--- src/rtl/des_pkg.sv ---
// Shared definitions for the DES stream sequencer.
//   DES_BLOCK_W     : width of one DES block (64 bits)
//   des_seq_state_t : sequencer FSM states
package des_pkg;

  localparam int unsigned DES_BLOCK_W = 64;

  typedef enum logic [2:0] {
    S_IDLE,
    S_READ,
    S_WAIT_RD,
    S_LAUNCH,
    S_WAIT_DES,
    S_WRITE
  } des_seq_state_t;

endpackage

--- src/rtl/des_stream_sequencer_if.sv ---
// Bundle of control, input-BRAM, DES-core and output-BRAM signals around the
// DES stream sequencer.
//   master : sequencer side (drives BRAM/DES requests and status)
//   slave  : environment side (control registers, BRAMs, DES core)
interface des_stream_sequencer_if
  import des_pkg::*;
#(
  parameter int unsigned ADDR_W = 10
);

  // control / status
  logic                   start;
  logic [ADDR_W:0]        num_blocks;
  logic                   busy;
  logic                   done;
  logic                   error;
  // input BRAM
  logic                   rd_en;
  logic [ADDR_W-1:0]      rd_addr;
  logic [DES_BLOCK_W-1:0] rd_data;
  // DES core
  logic                   des_start;
  logic [DES_BLOCK_W-1:0] des_din;
  logic                   des_done;
  logic [DES_BLOCK_W-1:0] des_dout;
  // output BRAM
  logic                   wr_en;
  logic [ADDR_W-1:0]      wr_addr;
  logic [DES_BLOCK_W-1:0] wr_data;

  modport master (
    input  start, num_blocks, rd_data, des_done, des_dout,
    output busy, done, error, rd_en, rd_addr, des_start, des_din,
           wr_en, wr_addr, wr_data
  );

  modport slave (
    output start, num_blocks, rd_data, des_done, des_dout,
    input  busy, done, error, rd_en, rd_addr, des_start, des_din,
           wr_en, wr_addr, wr_data
  );

endinterface

--- src/rtl/des_stream_sequencer.sv ---
// DES stream sequencer: for each block index of a batch, reads the input
// BRAM, waits the BRAM read latency, launches the DES core, waits for its
// done pulse (with timeout) and writes the result to the output BRAM at the
// same index.
//   clk   : system clock, rising edge
//   rst_n : asynchronous active-low reset
//   bus   : des_stream_sequencer_if.master (control/status, BRAM, DES signals)
// Parameters: ADDR_W (BRAM address width), RD_LAT (read latency, 1..3),
// TIMEOUT (cycles to wait for des_done, >= 1). ADDR_W must match the
// interface instance.
module des_stream_sequencer
  import des_pkg::*;
#(
  parameter int unsigned ADDR_W  = 10,
  parameter int unsigned RD_LAT  = 2,
  parameter int unsigned TIMEOUT = 255
) (
  input  logic                   clk,
  input  logic                   rst_n,
  des_stream_sequencer_if.master bus
);

  localparam int unsigned TW = (TIMEOUT < 2) ? 1 : $clog2(TIMEOUT + 1);
  localparam logic [ADDR_W:0] MAX_BLOCKS = {1'b1, {ADDR_W{1'b0}}};

  des_seq_state_t    state;
  logic [ADDR_W-1:0] idx;
  logic [ADDR_W:0]   count;
  logic [1:0]        wcnt;
  logic [TW-1:0]     tcnt;

  assign bus.busy = (state != S_IDLE);

  // All handshake outputs are registered: each is set on the edge that
  // enters the state in which it must be visible.
  always_ff @(posedge clk or negedge rst_n) begin
    if (!rst_n) begin
      state         <= S_IDLE;
      idx           <= '0;
      count         <= '0;
      wcnt          <= '0;
      tcnt          <= '0;
      bus.rd_en     <= 1'b0;
      bus.rd_addr   <= '0;
      bus.des_start <= 1'b0;
      bus.des_din   <= '0;
      bus.wr_en     <= 1'b0;
      bus.wr_addr   <= '0;
      bus.wr_data   <= '0;
      bus.done      <= 1'b0;
      bus.error     <= 1'b0;
    end else begin
      bus.rd_en     <= 1'b0;
      bus.des_start <= 1'b0;
      bus.wr_en     <= 1'b0;
      unique case (state)
        S_IDLE: begin
          if (bus.start) begin
            idx       <= '0;
            count     <= (bus.num_blocks > MAX_BLOCKS) ? MAX_BLOCKS : bus.num_blocks;
            bus.error <= 1'b0;
            if (bus.num_blocks == '0) begin
              bus.done <= 1'b1;
            end else begin
              bus.done    <= 1'b0;
              bus.rd_en   <= 1'b1;
              bus.rd_addr <= '0;
              state       <= S_READ;
            end
          end
        end
        S_READ: begin
          wcnt  <= '0;
          state <= S_WAIT_RD;
        end
        S_WAIT_RD: begin
          // des_din doubles as the block register; it stays put until the
          // next capture, so it is stable across the whole DES operation.
          if (wcnt == 2'(RD_LAT - 1)) begin
            bus.des_din   <= bus.rd_data;
            bus.des_start <= 1'b1;
            state         <= S_LAUNCH;
          end else begin
            wcnt <= wcnt + 2'd1;
          end
        end
        S_LAUNCH: begin
          tcnt  <= '0;
          state <= S_WAIT_DES;
        end
        S_WAIT_DES: begin
          if (bus.des_done) begin
            bus.wr_data <= bus.des_dout;
            bus.wr_addr <= idx;
            bus.wr_en   <= 1'b1;
            state       <= S_WRITE;
          end else if (tcnt == TW'(TIMEOUT - 1)) begin
            bus.error <= 1'b1;
            state     <= S_IDLE;
          end else begin
            tcnt <= tcnt + TW'(1);
          end
        end
        S_WRITE: begin
          if ({1'b0, idx} == count - (ADDR_W + 1)'(1)) begin
            bus.done <= 1'b1;
            state    <= S_IDLE;
          end else begin
            idx         <= idx + ADDR_W'(1);
            bus.rd_addr <= idx + ADDR_W'(1);
            bus.rd_en   <= 1'b1;
            state       <= S_READ;
          end
        end
        default: state <= S_IDLE;
      endcase
    end
  end

endmodule

--- src/flat_wrapper.sv ---
// flat-port wrapper written by rule: the top's interface ports become plain ports
module des_stream_sequencer_flat import des_pkg::*;
#(
  parameter int unsigned ADDR_W  = 10,
  parameter int unsigned RD_LAT  = 2,
  parameter int unsigned TIMEOUT = 255
)
  (clk, rst_n, bus_start, bus_num_blocks, bus_rd_data, bus_des_done, bus_des_dout, bus_busy, bus_done, bus_error, bus_rd_en, bus_rd_addr, bus_des_start, bus_des_din, bus_wr_en, bus_wr_addr, bus_wr_data);
  des_stream_sequencer_if #(.ADDR_W(ADDR_W)) bus_i ();
  input  logic clk;
  input  logic rst_n;
  input wire logic [$bits(bus_i.start)-1:0] bus_start;
  input wire logic [$bits(bus_i.num_blocks)-1:0] bus_num_blocks;
  input wire logic [$bits(bus_i.rd_data)-1:0] bus_rd_data;
  input wire logic [$bits(bus_i.des_done)-1:0] bus_des_done;
  input wire logic [$bits(bus_i.des_dout)-1:0] bus_des_dout;
  output wire logic [$bits(bus_i.busy)-1:0] bus_busy;
  output wire logic [$bits(bus_i.done)-1:0] bus_done;
  output wire logic [$bits(bus_i.error)-1:0] bus_error;
  output wire logic [$bits(bus_i.rd_en)-1:0] bus_rd_en;
  output wire logic [$bits(bus_i.rd_addr)-1:0] bus_rd_addr;
  output wire logic [$bits(bus_i.des_start)-1:0] bus_des_start;
  output wire logic [$bits(bus_i.des_din)-1:0] bus_des_din;
  output wire logic [$bits(bus_i.wr_en)-1:0] bus_wr_en;
  output wire logic [$bits(bus_i.wr_addr)-1:0] bus_wr_addr;
  output wire logic [$bits(bus_i.wr_data)-1:0] bus_wr_data;
  assign bus_i.start = bus_start;
  assign bus_i.num_blocks = bus_num_blocks;
  assign bus_i.rd_data = bus_rd_data;
  assign bus_i.des_done = bus_des_done;
  assign bus_i.des_dout = bus_des_dout;
  assign bus_busy = bus_i.busy;
  assign bus_done = bus_i.done;
  assign bus_error = bus_i.error;
  assign bus_rd_en = bus_i.rd_en;
  assign bus_rd_addr = bus_i.rd_addr;
  assign bus_des_start = bus_i.des_start;
  assign bus_des_din = bus_i.des_din;
  assign bus_wr_en = bus_i.wr_en;
  assign bus_wr_addr = bus_i.wr_addr;
  assign bus_wr_data = bus_i.wr_data;
  des_stream_sequencer #(.ADDR_W(ADDR_W), .RD_LAT(RD_LAT), .TIMEOUT(TIMEOUT)) u_core (.clk(clk), .rst_n(rst_n), .bus(bus_i));
endmodule
--- config.mk ---
export PLATFORM = sky130hd
export DESIGN_NAME = des_stream_sequencer_flat
export DESIGN_NICKNAME = d
export VERILOG_FILES = /design/src/rtl/des_pkg.sv /design/src/rtl/des_stream_sequencer_if.sv /design/src/rtl/des_stream_sequencer.sv /design/src/flat_wrapper.sv
export SDC_FILE = /design/constraint.sdc
export NUM_CORES = 1
export LEC_CHECK = 0
export ABC_AREA = 1
export BUFFER_PORTS_ARGS = -buffer_cell sky130_fd_sc_hd__buf_2
export CAP_MARGIN = 40
export CORE_MARGIN = 2
export CORE_UTILIZATION = 45
export CTS_BUF_LIST = sky130_fd_sc_hd__clkbuf_8 sky130_fd_sc_hd__clkbuf_16
export DETAILED_ROUTE_END_ITERATION = 16
export PLACE_DENSITY = 0.76
export SYNTH_ARGS = -nofsm -noshare
export SYNTH_HDL_FRONTEND = slang
export SYNTH_SLANG_ARGS = --single-unit
--- constraint.sdc ---
create_clock -name clk -period 1.85 [get_ports clk]
set_input_delay 0.2775 -clock clk [delete_from_list [all_inputs] [get_ports clk]]
set_output_delay 0.2775 -clock clk [all_outputs]
set_load 0.03 [all_outputs]
* After elaboration in Yosys (flattened, before gate mapping)
Index checks and enable logic that the tools add are counted.
** Storage, ports and cells
- Flip-flop bits (word level) :: 187
- Output and inout bits :: 154
- Logic and storage cells :: 89
- Input port bits :: 143
** Cells by class
- $add $sub $neg :: 4
- Order comparisons :: 1
- Multiplexer cells :: 35
- Equal/unequal tests :: 18
- Reductions and logical operators :: 17
** Operator list (number)
- 10-bit 2-to-1 mux :: 4
- 10-bit case mux with 2 select lines :: 2
- 3-bit case mux with 6 select lines :: 1
- 8-bit 2-to-1 mux :: 2
- 8-bit case mux with 2 select lines :: 1
- 3-bit 2-to-1 mux :: 5
- 1-bit 2-to-1 mux :: 14
- 2-bit != test, second input constant :: 6
- 4-bit AND reduction :: 3
- 10-bit by 11-bit equality test with 1-bit output :: 1
- 11-bit greater-than comparator, second input constant :: 1
- 11-bit logical NOT :: 1
- 11-bit 2-to-1 mux :: 1
- 11-bit by 1-bit subtractor with 11-bit output, second input constant :: 1
- 10-bit by 1-bit adder with 10-bit output, second input constant :: 1
- 3-bit AND reduction :: 3
- 8-bit by 1-bit adder with 8-bit output, second input constant :: 1
- 8-bit equality test, second input constant :: 1
- 2-bit AND reduction :: 4
- 2-bit nonzero test :: 4
- 3-bit by 2-bit equality test with 1-bit output, second input constant :: 2
- 3-bit equality test, second input constant :: 2
- 2-bit by 1-bit != test with 1-bit output, second input constant :: 3
- 1-bit case mux with 2 select lines :: 3
- 8 further kinds :: 8

* Longest topological paths before layout
Gate-level depths: netlist of run 1.
- Depth after elaboration :: 4
- Depth in mapped cells :: 15

* Worst setup path before layout of run 1
Ideal clock, no wire load.
- Path kind :: register to register
- From :: register u_core.count[0]
- To :: register u_core.state[0]
- Setup slack :: 0.101 ns
- Buffers on the path :: 1
- Setup time :: 0.122 ns
- Cell stages (with the launch flop) :: 14
- Clock period less this slack :: 1.749 ns
- Data arrival time :: 1.627 ns
- Path through :: dfrtp_1 > inv_1 > ha_1 > nand2_1 > inv_1 > nor2_1 > nand2_1 > nor2_1 > nand3_1 > nor2_4 > nand3_2 > nand2_4 > buf_12 > a21oi_1
** On the way
- Cells in the longest elaborated chain, start to end :: 4
** Ends and longest elaborated chain
- start: declaration :: line des_stream_sequencer.sv:28 : logic [ADDR_W:0] count;
- start signal: assignment :: line des_stream_sequencer.sv:60 : count <= (bus.num_blocks > MAX_BLOCKS) ? MAX_BLOCKS : bus.num_blocks;
- 11-bit by 1-bit subtractor with 11-bit output :: line des_stream_sequencer.sv:105 : if ({1'b0, idx} == count - (ADDR_W + 1)'(1)) begin
- 10-bit by 11-bit equality test with 1-bit output :: line des_stream_sequencer.sv:105
- 1-bit 2-to-1 mux :: line des_stream_sequencer.sv:105
- 3-bit case mux with 6 select lines :: line des_stream_sequencer.sv:56 : unique case (state)
- end signal: assignment :: line des_stream_sequencer.sv:107 : state <= S_IDLE;
- end signal: assignment :: line des_stream_sequencer.sv:112 : state <= S_READ;
- end signal: assignment :: line des_stream_sequencer.sv:115 : default: state <= S_IDLE;
- end: declaration :: line des_stream_sequencer.sv:26 : des_seq_state_t state;
Every way passes these cells.
A chain may end at the register's enable or synchronous reset.

* Worst setup path after layout of run 1
- From :: register u_core.count[1]
- To :: register u_core.idx[0]
** On the way
- Cells in the longest elaborated chain, start to end :: 4
** Ends and longest elaborated chain
- 11-bit by 1-bit subtractor with 11-bit output :: line des_stream_sequencer.sv:105
- 10-bit by 11-bit equality test with 1-bit output :: line des_stream_sequencer.sv:105
- 2-bit != test (no line)
- 3-bit AND reduction (no line)
- end signal: assignment :: line des_stream_sequencer.sv:109 : idx <= idx + ADDR_W'(1);
- end: declaration :: line des_stream_sequencer.sv:27 : logic [ADDR_W-1:0] idx;
Every way passes these cells.

==> PnR_summary.wiki, run 1 <==
{| class="wikitable"
! Metric !! Value
|-
| Clk Latency, worst-skew pair || around 0.44 ns
|-
| Num Clock Sinks || ~190
|-
| Synth area leaders || dfrtp_1, nand2_1, nand3_1
|-
| PD cells || ~1800 mW/mm2
|-
| Final antenna diode count || 0
|-
| First-pass GRT wire length || 32800 um
|-
| Total I/O pin count || between 200 and 300
|-
| Number of inserted filler cells in the final layout || between 1000 and 1500
|-
| Setup repair after global routing missed its margin || true
|-
| FP Rows || between 40 and 50
|-
| Fraction of registers with async set/reset || 100%
|-
| Crit path time final || a little under 2 ns
|-
| Maximum fanout count along the critical path || 6
|-
| Maximum level of the CTS H-tree || 4
|-
| Main flop type after synthesis || dfrtp_1
|-
| Area growth from synthesis to layout || 33.5%
|-
| Synthesized instance count || between 900 and 1000
|-
| Failing checks || negative setup slack
|-
| Clock root buffer || clkbuf_16
|-
| Category of cells accounting for the largest share of critical-path delay || simple AND/OR/NAND/NOR gates
|-
| Number of storage elements in the synthesis netlist || around 190
|-
| Critical Path End Type || flip-flop
|-
| Total CTS buffers || 17
|-
| Average cell area after synthesis || around 8.5 um2
|-
| Number of nets with antenna violations after detailed routing || 0
|-
| Number of different library cells in the post-synthesis netlist || 39
|-
| Vias post-DR || 7107
|-
| Final setup vio count || 22
|-
| Ratio of cells with drive above 1 in the final layout || 33.3%
|-
| Area share of the largest cell type after synthesis || approximately three fifths
|-
| Count of cells along the worst hold path || 3
|-
| Ordered cell list for the critical path || inv_2 -> ha_4 -> nand2_2 -> inv_2 -> nor2_1 -> nand2_1 -> nor2_2 -> nand3_2 -> nor2_4 -> nand4_4 -> nand2_4 -> nand2_2 -> nand2_2
|-
| Hold Crit Class || in -> reg
|-
| Source of the worst hold timing path || bus_rd_data[32]
|-
| Number of nets in the layout || approximately 1400
|-
| Startpoint types || flip-flop
|-
| Die span in x || 137 um
|-
| Vias in the first global route || between 6000 and 7000
|-
| Status || complete, but fails checks
|-
| Detail-routed via count per cell || around 4.8
|-
| GRT overflow || 0
|-
| Worst setup margin || -0.103 ns
|-
| R2r setup slk || -0.10 ns
|-
| RD Place Congestion || slightly below 0.9
|-
| Clock Skews || 0.0122 ns
|-
| Slew at the pin closest to its max-slew limit || 0.531 ns
|-
| DRC violation total after the first TritonRoute iteration || 430
|-
| Cell count after placement || between 1000 and 1500
|-
| Number of max-capacitance violations reported || 0
|-
| Max-slew headroom at the worst pin || 64.6%
|-
| Initial core utilization || 46.1%
|-
| Number of optimization iterations in the first detailed-route pass || 7
|-
| Total negative slack || -1.32 ns
|-
| Reg-to-Reg Start || u_core.count[1]$_DFFE_PN0P_
|-
| CTS tree || yes
|-
| Total wirelength of the detailed-routed design || between 20000 and 25000 um
|-
| Maximum vdd ir drop || 1.05 mV
|-
| End point of the most critical hold path || u_core.bus.des_din[32]$_DFFE_PN0P_
|-
| Antenna violations before repair || 0
|-
| Maximum clock frequency || between 500 and 600 MHz
|-
| Sequential-to-total area share from yosys stat || between 50% and 60%
|-
| Post-layout instance count excluding filler cells || ~1500
|-
| Total Routing Usage GR || between 20% and 30%
|-
| Number of synthesized flops with an enable pin || 0
|-
| Count of pins over their slew limit || 0
|-
| Critical path's slowest cell || dfrtp_1
|-
| Number of hold-slack violations in the final timing report || 0
|-
| Die Span Y || ~140 um
|-
| Crit path buffers/inverters || 2
|-
| Slowest Stage Delay on Critical Path || a little under 0.4 ns
|-
| Storage element area || between 0.004 and 0.005 mm2
|-
| Worst r2r dst || u_core.idx[0]$_DFFE_PN0P_
|-
| Cell taking the most area after synthesis || dfrtp_1
|-
| HPWL reported at the end of detailed placement || about 16000 um
|-
| Post-synthesis instance area || approximately 0.0080 mm2
|-
| Number of port buffers || 296
|-
| Post-route fraction of the period consumed by the critical path || 106%
|-
| Most repeated library cell on the critical path || nand2_2
|-
| Number of buffers on the longest clock path || 2
|-
| Area of the multi-input gates || roughly 0.0031 mm2
|-
| Cell leakage power || 5.99 nW
|-
| Die outline area || between 0.015 and 0.02 mm2
|-
| Req. time, crit path || between 2 and 2.5 ns
|-
| Total nets after synthesis || about 1100
|-
| FF-to-FF path depth || 13
|-
| Pin count of the biggest net entering global routing || a little over 80
|-
| CTS clock-pin slew for the worst setup and hold paths || about 0.080 ns
|-
| Type of the worst setup path || reg -> reg
|-
| Critical Path AT || between 2 and 2.5 ns
|-
| Core area || 0.0173 mm2
|-
| Detailed-route DRC error count || 0
|-
| Startpoint of the worst setup timing path || u_core.count[1]$_DFFE_PN0P_
|-
| Number of warnings printed during yosys synthesis || 0
|-
| Wirelength per Cell || around 15 um
|}
-- worst min-delay path, delay by kind of cell --
kind / cells / cell delay, ns
buffers and inverters: 1 / 0.07
and+or+nand+nor: 2 / 0.09
-- repair_timing --
action                                 4_1_cts  5_1_grt
pin swaps                                    8       16
endpoints found under the hold margin       35        0
buffers inserted                             1        4
gates cloned                                 2        1
setup endpoints to repair                   22       24
hold buffers                                 1        0
resized for setup                           11       27
-- per-stage QoR --
stage | worst slack (ns) | cell area [um2] | total power [mW] | hold slack [ns] | utilization [%]
after global routing | -0.230 | 10700 | 20.4 | 0.0251 | 61.6
final | -0.103 | 10700 | 19.2 | 0.0334 | 61.6
after detailed placement | -0.0543 | 9830 | 15.1 | 0.217 | 56.9
after floorplan | 0.101 | 7980 | 12.4 | -0.0181 | -
after CTS | -0.0401 | 10500 | 19.0 | 0.0236 | 60.8
after global placement | -0.00779 | 9830 | 14.9 | 0.220 | 56.9
-- placed cells by master (no fill, tap or decap), types with 2 or more instances in the layout --
master / synthesis / final
buf_2: 15 / 294
ha_1: 5 / 4
nand3b_1: 5 / 5
nor3_1: 5 / 5
buf_12: 1 / 8
clkbuf_16: 0 / 17
nand3_1: 37 / 34
clkinv_4: 0 / 3
buf_6: 1 / 2
nand4_4: 1 / 2
nor2_1: 30 / 26
xor2_1: 9 / 8
or2_2: 2 / 2
dfrtp_1: 187 / 186
nand4_1: 7 / 7
inv_6: 0 / 2
nand3_2: 10 / 12
inv_8: 0 / 5
o21ai_1: 6 / 6
buf_4: 1 / 20
o21ai_0: 28 / 28
a21oi_1: 10 / 9
inv_1: 42 / 38
nand2_1: 487 / 474
nor2_2: 3 / 6
nand2_4: 2 / 3
inv_2: 5 / 10
nand2_2: 2 / 14
nor2_4: 5 / 6
xnor2_1: 3 / 3
nand2_8: 0 / 2
-- power breakdown --
group,internal (mW),switching [mW]
clock network,1.96,1.70
registers,5.68,0.913
logic,2.66,6.25
-- cell usage after synthesis, drive strengths merged (3+ instances only) --
master	instances
nand4	8
inv	47
xnor2	3
ha	5
dfrtp	187
xor2	9
nand2	491
or2	3
clkbuf	17
nand3b	5
buf	19
a21oi	10
o21ai	35
nand3	47
nor3	6
nor2	38
-- how the worst max path moves through the flow --
stage / slack (ns) / end / cells after the start
after global placement: -0.008 / u_core.idx[9]$_DFFE_PN0P_ / 13
after global routing: -0.23 / u_core.idx[2]$_DFFE_PN0P_ / 13
final: -0.10 / u_core.idx[0]$_DFFE_PN0P_ / 13
after CTS: -0.04 / u_core.idx[5]$_DFFE_PN0P_ / 13
after floorplan: 0.10 / u_core.state[0]$_DFFE_PN0P_ / 13
after detailed placement: -0.05 / u_core.idx[2]$_DFFE_PN0P_ / 14
-- sequential cells by signal (all words and copies together) (netlist names) --
signal                cells
u_core.bus.des_din       64
u_core.bus.des_start      1
u_core.bus.done           1
u_core.bus.error          1
u_core.bus.rd_addr       10
u_core.bus.rd_en          1
u_core.bus.wr_addr       10
u_core.bus.wr_data       64
u_core.bus.wr_en          1
u_core.count             11
u_core.idx               10
u_core.state              3
u_core.tcnt               8
u_core.wcnt               2
-- logic make-up after synthesis --
family                   after synthesis  synth area share [%]
adder cells (fa/ha/maj)                5                 0.784
XOR/XNOR                              12                  1.32
AO/OA/AOI/OAI                         50                  3.34
AND/OR/NAND/NOR                      600                  31.4
buffers and inverters                 83                  4.50
flip-flops                           187                  58.7
-- per-layer routing --
metal  global-route usage, %  vias up  wire, um
li1                        -     3534         -
met1                    29.7     3284      9230
met2                    36.4      253     10300
met3                    5.52       36      1590
met4                    6.93        0       438
met5                       0        -         0
-- cell type report --
cell class	instances	share of cell area, %
Tap cell	225	2.64
Multi-Input combinational cell	670	29.1
Timing Repair Buffer	325	17.0
Clock inverter	14	1.48
Clock buffer	18	4.12
Inverter	47	1.66
Sequential cell	187	43.9
Power figures use the tool's default switching activity.
==> inputs of run 2 (changes only) <==
Settings changed: SKIP_CTS_REPAIR_TIMING from default to 1.
==> run 2 against run 1 <==
  * The flow still finishes with violations (negative setup slack)
  * Sequential power about the same
  * Combinational power decreased by 2%
  * Setup slack improved by 0.036 ns
  * Hold slack about the same
  * Via count decreased by 0.62%
  * Die area unchanged
  * Design area decreased by 0.92%
  * Critical endpoint is now u_core.idx[2]$_DFFE_PN0P_
  * Total power decreased by 0.73%
  * Non-clock buffer count decreased by 3
==> PnR_summary.wiki, run 2 (synthesis gave the netlist of run 1 again) <==
{| class="wikitable"
! Metric !! Value
|-
| Status || complete, but fails checks
|-
| Failing checks || negative setup slack
|-
| Setup repair after global routing missed its margin || true
|-
| Final antenna diode count || 0 (unchanged)
|-
| Clock root buffer || clkbuf_16
|-
| Core area || 0.0173 mm2 (unchanged)
|-
| Slew at the pin closest to its max-slew limit || 0.499 ns (-0.0324 ns)
|-
| Count of pins over their slew limit || 0 (unchanged)
|-
| Non-Filler Cell Area, Final || 0.0106 mm2 (-0.92%)
|-
| Cell leakage power || 5.97 nW (-0.43%)
|-
| Leading cell type in the layout, fill and taps excluded || nand2_1
|-
| Maximum vdd ir drop || 1.05 mV (+0.13%)
|-
| Hold Crit Class || in -> reg
|-
| Critical path's slowest cell || dfrtp_1
|-
| Leading cell types in the layout, fill and taps excluded || nand2_1, buf_2, dfrtp_1
|-
| Maximum fanout count along the critical path || 6 (unchanged)
|-
| Worst setup margin || -0.0668 ns (+0.0358 ns)
|-
| Global Route met3 Usage || 6.15% (+0.63 points)
|-
| Pin count of the biggest net entering global routing || 81 (unchanged)
|-
| CTS clock-pin slew for the worst setup and hold paths || 0.08 ns (about the same)
|-
| Vias post-DR || 7063 (-0.62%)
|-
| GRT overflow || 0 (unchanged)
|-
| Num Clock Sinks || 187 (unchanged)
|-
| Clk Latency, worst-skew pair || 0.44 ns (about the same)
|-
| Number of optimization iterations in the first detailed-route pass || 5 (-2)
|-
| Die Span Y || 137 um (unchanged)
|-
| Met1 usage in global routing || 29.2% (-0.51 points)
|-
| PD cells || 1800 mW/mm2 (+0.19%)
|-
| Ordered cell list for the critical path || inv_2 -> ha_4 -> buf_4 -> nand2_2 -> nand2_1 -> nand2_1 -> nand2_1 -> nand2_2 -> nor2_4 -> nand4_4 -> nand2_4 -> nand2_2 -> nand2_1
|-
| Number of hold-slack violations in the final timing report || 0 (unchanged)
|-
| Area growth from synthesis to layout || 32.3%
|-
| Die outline area || 0.0188 mm2 (unchanged)
|-
| Final setup vio count || 18 (-18%)
|-
| Antenna violations before repair || 0 (unchanged)
|-
| Startpoint types || flip-flop
|-
| Number of port buffers || 296 (unchanged)
|-
| Placed cell area || 0.00983 mm2 (unchanged)
|-
| Ratio of cells with drive above 1 in the final layout || 32.6% (-0.69 points)
|-
| Total I/O pin count || 297 (unchanged)
|-
| Global Route met2 Usage || 35.6% (-0.77 points)
|-
| First-pass GRT wire length || 32300 um (-1.5%)
|-
| Number of buffers on the longest clock path || 2 (unchanged)
|-
| Total CTS buffers || 17 (unchanged)
|-
| Clock Skews || 0.0126 ns (+0.000311 ns)
|-
| Post-route fraction of the period consumed by the critical path || 104% (-1.9 points)
|-
| Total Routing Usage GR || 22.0% (-0.37 points)
|-
| Largest registers ranked by flip-flop count || u_core.bus.des_din: 64 flops, u_core.bus.wr_data: 64 flops, u_core.count: 11 flops
|-
| Slowest Stage Delay on Critical Path || 0.39 ns (about the same)
|-
| Initial core utilization || 46.1% (unchanged)
|-
| HPWL reported at the end of detailed placement || 15600 um (unchanged)
|-
| Final hold slack || 0.0338 ns (+0.000456 ns)
|-
| Wirelength per Cell || 14.5 um (about the same)
|-
| Req. time, crit path || 2.21 ns (about the same)
|-
| Type of the worst setup path || reg -> reg
|-
| Vias in the first global route || 6433 (-1.1%)
|-
| Maximum clock frequency || 522 MHz (+1.9%)
|-
| DRC violation total after the first TritonRoute iteration || 419 (-2.6%)
|-
| Total wirelength of the detailed-routed design || 21500 um (-0.20%)
|-
| Critical Path End Type || flip-flop
|-
| Maximum level of the CTS H-tree || 4 (unchanged)
|-
| CTS tree || yes
|-
| Die span in x || 137 um (unchanged)
|-
| Number of nets in the layout || 1392 (-0.29%)
|-
| Critical Path AT || 2.28 ns (-0.03 ns)
|-
| Number of max-capacitance violations reported || 0 (unchanged)
|-
| Post-layout instance count excluding filler cells || 1482 (-0.27%)
|-
| FP Rows || 48 (unchanged)
|-
| Detail-routed via count per cell || 4.77 (-0.35%)
|-
| Crit path time final || 1.92 ns (-0.0358 ns)
|-
| Cell count after placement || 1445 (unchanged)
|-
| Max-slew headroom at the worst pin || 66.7% (+2.2 points)
|-
| GRT Max-Usage Layer || met2
|-
| Most repeated library cell on the critical path || nand2_1
|-
| Detailed-route DRC error count || 0 (unchanged)
|-
| R2r setup slk || -0.07 ns (+0.04 ns)
|-
| Number of nets with antenna violations after detailed routing || 0 (unchanged)
|-
| RD Place Congestion || 0.881 (unchanged)
|}
run 2: cell count changes in the layout (fill, tap and decap cells not counted), sizes merged:
cell	delta
buf	-3
nand2	-1
run 2: worst max-delay path: cells and delay by family (launching register included):
| family | cells | cell delay [ns] |
|---|---|---|
| fa+ha+maj | 1 | 0.15 |
| buf+inv | 2 | 0.22 |
| flops | 1 | 0.39 |
| simple gates | 10 | 1.09 |
run 2: final timing paths:
path | cells after the start | from | endpoint
worst max register to register | 13 | u_core.count[1]$_DFFE_PN0P_ | u_core.idx[2]$_DFFE_PN0P_
max in group asynchronous | 3 | rst_n | u_core.bus.wr_data[5]$_DFFE_PN0P_
worst max-delay path | 13 | u_core.count[1]$_DFFE_PN0P_ | u_core.idx[2]$_DFFE_PN0P_
worst min-delay path | 3 | bus_rd_data[32] | u_core.bus.des_din[32]$_DFFE_PN0P_
worst min register to register | 2 | u_core.bus.des_din[62]$_DFFE_PN0P_ | u_core.bus.des_din[62]$_DFFE_PN0P_
min in group asynchronous | 2 | rst_n | u_core.bus.des_din[61]$_DFFE_PN0P_
run 2: area by class of cell:
type | count | area (um2)
tap | 225 | 282
multi-input combinational | 669 | 3040
timing repair buffer | 322 | 1780
fill | 1506 | 6740
clock buffer | 18 | 439
inverter | 47 | 176
sequential | 187 | 4680
clock inverter | 14 | 158
run 2: metrics by stage:
| stage | total power [mW] | setup slack [ns] | utilization (%) | TNS, ns |
|---|---|---|---|---|
| floorplan | 12.4 | 0.101 | - | 0 |
| global placement | 14.9 | -0.00779 | 56.9 | -0.0448 |
| detailed placement | 15.1 | -0.0543 | 56.9 | -0.511 |
| CTS | 18.8 | -0.0881 | 60.3 | -1.18 |
| global route | 20.2 | -0.193 | 61.0 | -3.37 |
| finish | 19.0 | -0.0668 | 61.0 | -0.848 |
run 2: metal layers:
layer,wire (um),share of wire [%]
met1,9300,43
met2,10300,48
met3,1550,7.2
met4,386,1.8
met5,0,0
run 2: report_power, final:
part	switching (mW)	internal, mW	leakage, nW
Combinational	6.19	2.57	3.30
Clock	1.71	1.96	0.295
Sequential	0.912	5.68	2.37
==> inputs of run 3 (changes only) <==
Settings changed: SETUP_SLACK_MARGIN from default to 0.02.
==> run 3 against run 2 <==
  * The flow still finishes with violations (negative setup slack)
  * Sequential power about the same
  * Clock-buffer cell count unchanged
  * Core utilization about the same
==> PnR_summary.wiki, run 3 (synthesis gave the netlist of run 1 again) <==
{| class="wikitable"
! Metric !! Value
|-
| Status || complete, but fails checks
|-
| Failing checks || negative setup slack
|-
| End point of the most critical hold path || u_core.bus.des_din[32]$_DFFE_PN0P_
|-
| Hold Crit Class || in -> reg
|-
| Critical Path End Type || flip-flop
|-
| Slew at the pin closest to its max-slew limit || 0.498 ns (-0.000809 ns)
|-
| Net Switching || 8.81 mW (about the same)
|-
| Number of buffers on the longest clock path || 2 (unchanged)
|-
| Category of cells accounting for the largest share of critical-path delay || simple AND/OR/NAND/NOR gates
|-
| PD cells || 1800 mW/mm2 (about the same)
|-
| Total Routing Usage GR || 22.0% (unchanged)
|-
| Maximum fanout count along the critical path || 5 (-1)
|-
| Non-Filler Cell Area, Final || 0.0106 mm2 (about the same)
|-
| Vias post-DR || 7084 (+0.30%)
|-
| GRT overflow || 0 (unchanged)
|-
| Worst r2r dst || u_core.bus.rd_addr[6]$_DFFE_PN0P_
|-
| Pre-CTS setup slack || -0.0543 ns (unchanged)
|-
| Core area || 0.0173 mm2 (unchanged)
|-
| Setup repair after global routing missed its margin || true
|-
| First-pass GRT wire length || 32300 um (unchanged)
|-
| Max-slew headroom at the worst pin || 66.8% (about the same)
|-
| Source of the worst hold timing path || bus_rd_data[32]
|-
| Worst setup margin || -0.0645 ns (+0.00233 ns)
|-
| Die outline area || 0.0188 mm2 (unchanged)
|-
| Maximum level of the CTS H-tree || 4 (unchanged)
|-
| Vias in the first global route || 6433 (unchanged)
|-
| Leading cell types in the layout, fill and taps excluded || nand2_1, buf_2, dfrtp_1
|-
| Crit path time final || 1.91 ns (-0.00233 ns)
|-
| Most repeated library cell on the critical path || nand2_1
|-
| Relative contribution of combinational cells to total power || 46.1% (about the same)
|-
| Number of optimization iterations in the first detailed-route pass || 7 (+2)
|-
| Ratio of cells with drive above 1 in the final layout || 32.6% (unchanged)
|-
| Area growth from synthesis to layout || 32.4% (about the same)
|-
| Maximum vdd ir drop || 1.06 mV (about the same)
|-
| Number of inserted filler cells in the final layout || 1506 (unchanged)
|-
| Critical path's slowest cell || dfrtp_1
|-
| Count of cells along the worst hold path || 3 (unchanged)
|-
| FF-to-FF path depth || 12 (-1)
|-
| Slowest Stage Delay on Critical Path || 0.39 ns (about the same)
|-
| Count of pins over their slew limit || 0 (unchanged)
|-
| Req. time, crit path || 2.16 ns (-0.05 ns)
|-
| Post-route fraction of the period consumed by the critical path || 103% (-0.13 points)
|-
| Total negative slack || -0.784 ns (+0.0639 ns)
|-
| Overall power consumption || 19.0 mW (about the same)
|-
| Total wirelength of the detailed-routed design || 21500 um (+0.15%)
|-
| Final setup vio count || 18 (unchanged)
|-
| Startpoint types || flip-flop
|-
| Type of the worst setup path || reg -> reg
|-
| Crit path buffers/inverters || 2 (unchanged)
|-
| Cell count after placement || 1445 (unchanged)
|-
| Clk Latency, worst-skew pair || 0.44 ns (about the same)
|-
| Final hold slack || 0.0356 ns (+0.00180 ns)
|-
| Detailed-route DRC error count || 0 (unchanged)
|-
| Reg-to-Reg Start || u_core.count[1]$_DFFE_PN0P_
|-
| Antenna violations before repair || 0 (unchanged)
|-
| RD Place Congestion || 0.881 (unchanged)
|-
| HPWL reported at the end of detailed placement || 15600 um (unchanged)
|-
| Number of port buffers || 296 (unchanged)
|-
| Largest registers ranked by flip-flop count || u_core.bus.des_din: 64 flops, u_core.bus.wr_data: 64 flops, u_core.count: 11 flops
|-
| Clock Skews || 0.0124 ns (-0.000120 ns)
|-
| Number of hold-slack violations in the final timing report || 0 (unchanged)
|-
| Critical Path AT || 2.23 ns (-0.05 ns)
|-
| Clock root buffer || clkbuf_16
|-
| Initial core utilization || 46.1% (unchanged)
|-
| Number of nets with antenna violations after detailed routing || 0 (unchanged)
|-
| Die span in x || 137 um (unchanged)
|-
| Post-layout instance count excluding filler cells || 1482 (unchanged)
|-
| CTS tree || yes
|-
| Total I/O pin count || 297 (unchanged)
|-
| Internal power contribution || 10.2 mW (about the same)
|-
| Wirelength per Cell || 14.5 um (+0.15%)
|-
| Total CTS buffers || 17 (unchanged)
|-
| Number of max-capacitance violations reported || 0 (unchanged)
|-
| Core utilization of the finished layout || 61.1% (about the same)
|-
| Final antenna diode count || 0 (unchanged)
|-
| Number of nets in the layout || 1392 (unchanged)
|-
| Pin count of the biggest net entering global routing || 81 (unchanged)
|-
| Sw Ratio || 46.3% (about the same)
|-
| Maximum clock frequency || 522 MHz (+0.12%)
|-
| Sequential fraction of design power || 34.6% (about the same)
|-
| Area of the multi-input gates || 0.00305 mm2 (+0.16%)
|-
| Cell leakage power || 5.97 nW (about the same)
|-
| DRC violation total after the first TritonRoute iteration || 421 (+0.48%)
|-
| Die Span Y || 137 um (unchanged)
|-
| CTS clock-pin slew for the worst setup and hold paths || 0.08 ns (about the same)
|-
| R2r setup slk || -0.06 ns (about the same)
|-
| FP Rows || 48 (unchanged)
|-
| Ordered cell list for the critical path || inv_2 -> ha_4 -> buf_4 -> nand2_2 -> nand2_1 -> nand2_1 -> nand2_1 -> nand2_2 -> nor2_4 -> nand4_2 -> nand3_1 -> nand2_1
|-
| Leading cell type in the layout, fill and taps excluded || nand2_1
|-
| Storage element area || 0.00468 mm2 (unchanged)
|-
| Placed cell area || 0.00983 mm2 (unchanged)
|-
| Num Clock Sinks || 187 (unchanged)
|-
| Portion of total power attributed to the clock network || 19.2% (about the same)
|-
| Detail-routed via count per cell || 4.78 (+0.30%)
|}
-- run 3: changes by cell type in the layout (fill, tap and decap cells not counted) --
cell | previous run | this run
nor2_2 | 5 | 4
nor2_4 | 6 | 7
-- run 3: layout make-up --
class | instances | area share, %
Clock inverter | 14 | 1.49
Multi-Input combinational cell | 669 | 28.9
Clock buffer | 18 | 4.16
Sequential cell | 187 | 44.3
Timing Repair Buffer | 322 | 16.8
Inverter | 47 | 1.67
Tap cell | 225 | 2.67
-- run 3: power by group through the flow --
stage          Combinational, mW  Clock [mW]  Sequential, mW
4_1_cts                     8.54        3.74            6.56
6_report                    8.77        3.66            6.59
3_5_place_dp                8.52           0            6.61
3_3_place_gp                8.33           0            6.59
5_1_grt                     9.54        3.90            6.79
2_1_floorplan               3.01           0            9.39
-- run 3: routing by layer --
metal	global-route usage, %	up-vias	wire (um)
li1	-	3519	-
met1	29.2	3306	9330
met2	35.6	228	10300
met3	6.15	31	1490
met4	6.13	0	394
met5	0	-	0
-- run 3: how the worst max path moves through the flow --
stage,startpoint,to,cells past startpoint
final,u_core.count[1]$_DFFE_PN0P_,u_core.bus.rd_addr[6]$_DFFE_PN0P_,12
after global routing,u_core.count[1]$_DFFE_PN0P_,u_core.idx[2]$_DFFE_PN0P_,9
after CTS,u_core.count[0]$_DFFE_PN0P_,u_core.idx[0]$_DFFE_PN0P_,14
after detailed placement,u_core.count[0]$_DFFE_PN0P_,u_core.idx[2]$_DFFE_PN0P_,14
after global placement,u_core.count[0]$_DFFE_PN0P_,u_core.idx[9]$_DFFE_PN0P_,13
after floorplan,u_core.count[0]$_DFFE_PN0P_,u_core.state[0]$_DFFE_PN0P_,13
-- run 3: worst min-delay path, stage by stage --
cell     delay, ns
buf_2         0.07
nand2_1       0.04
nand2_1       0.05
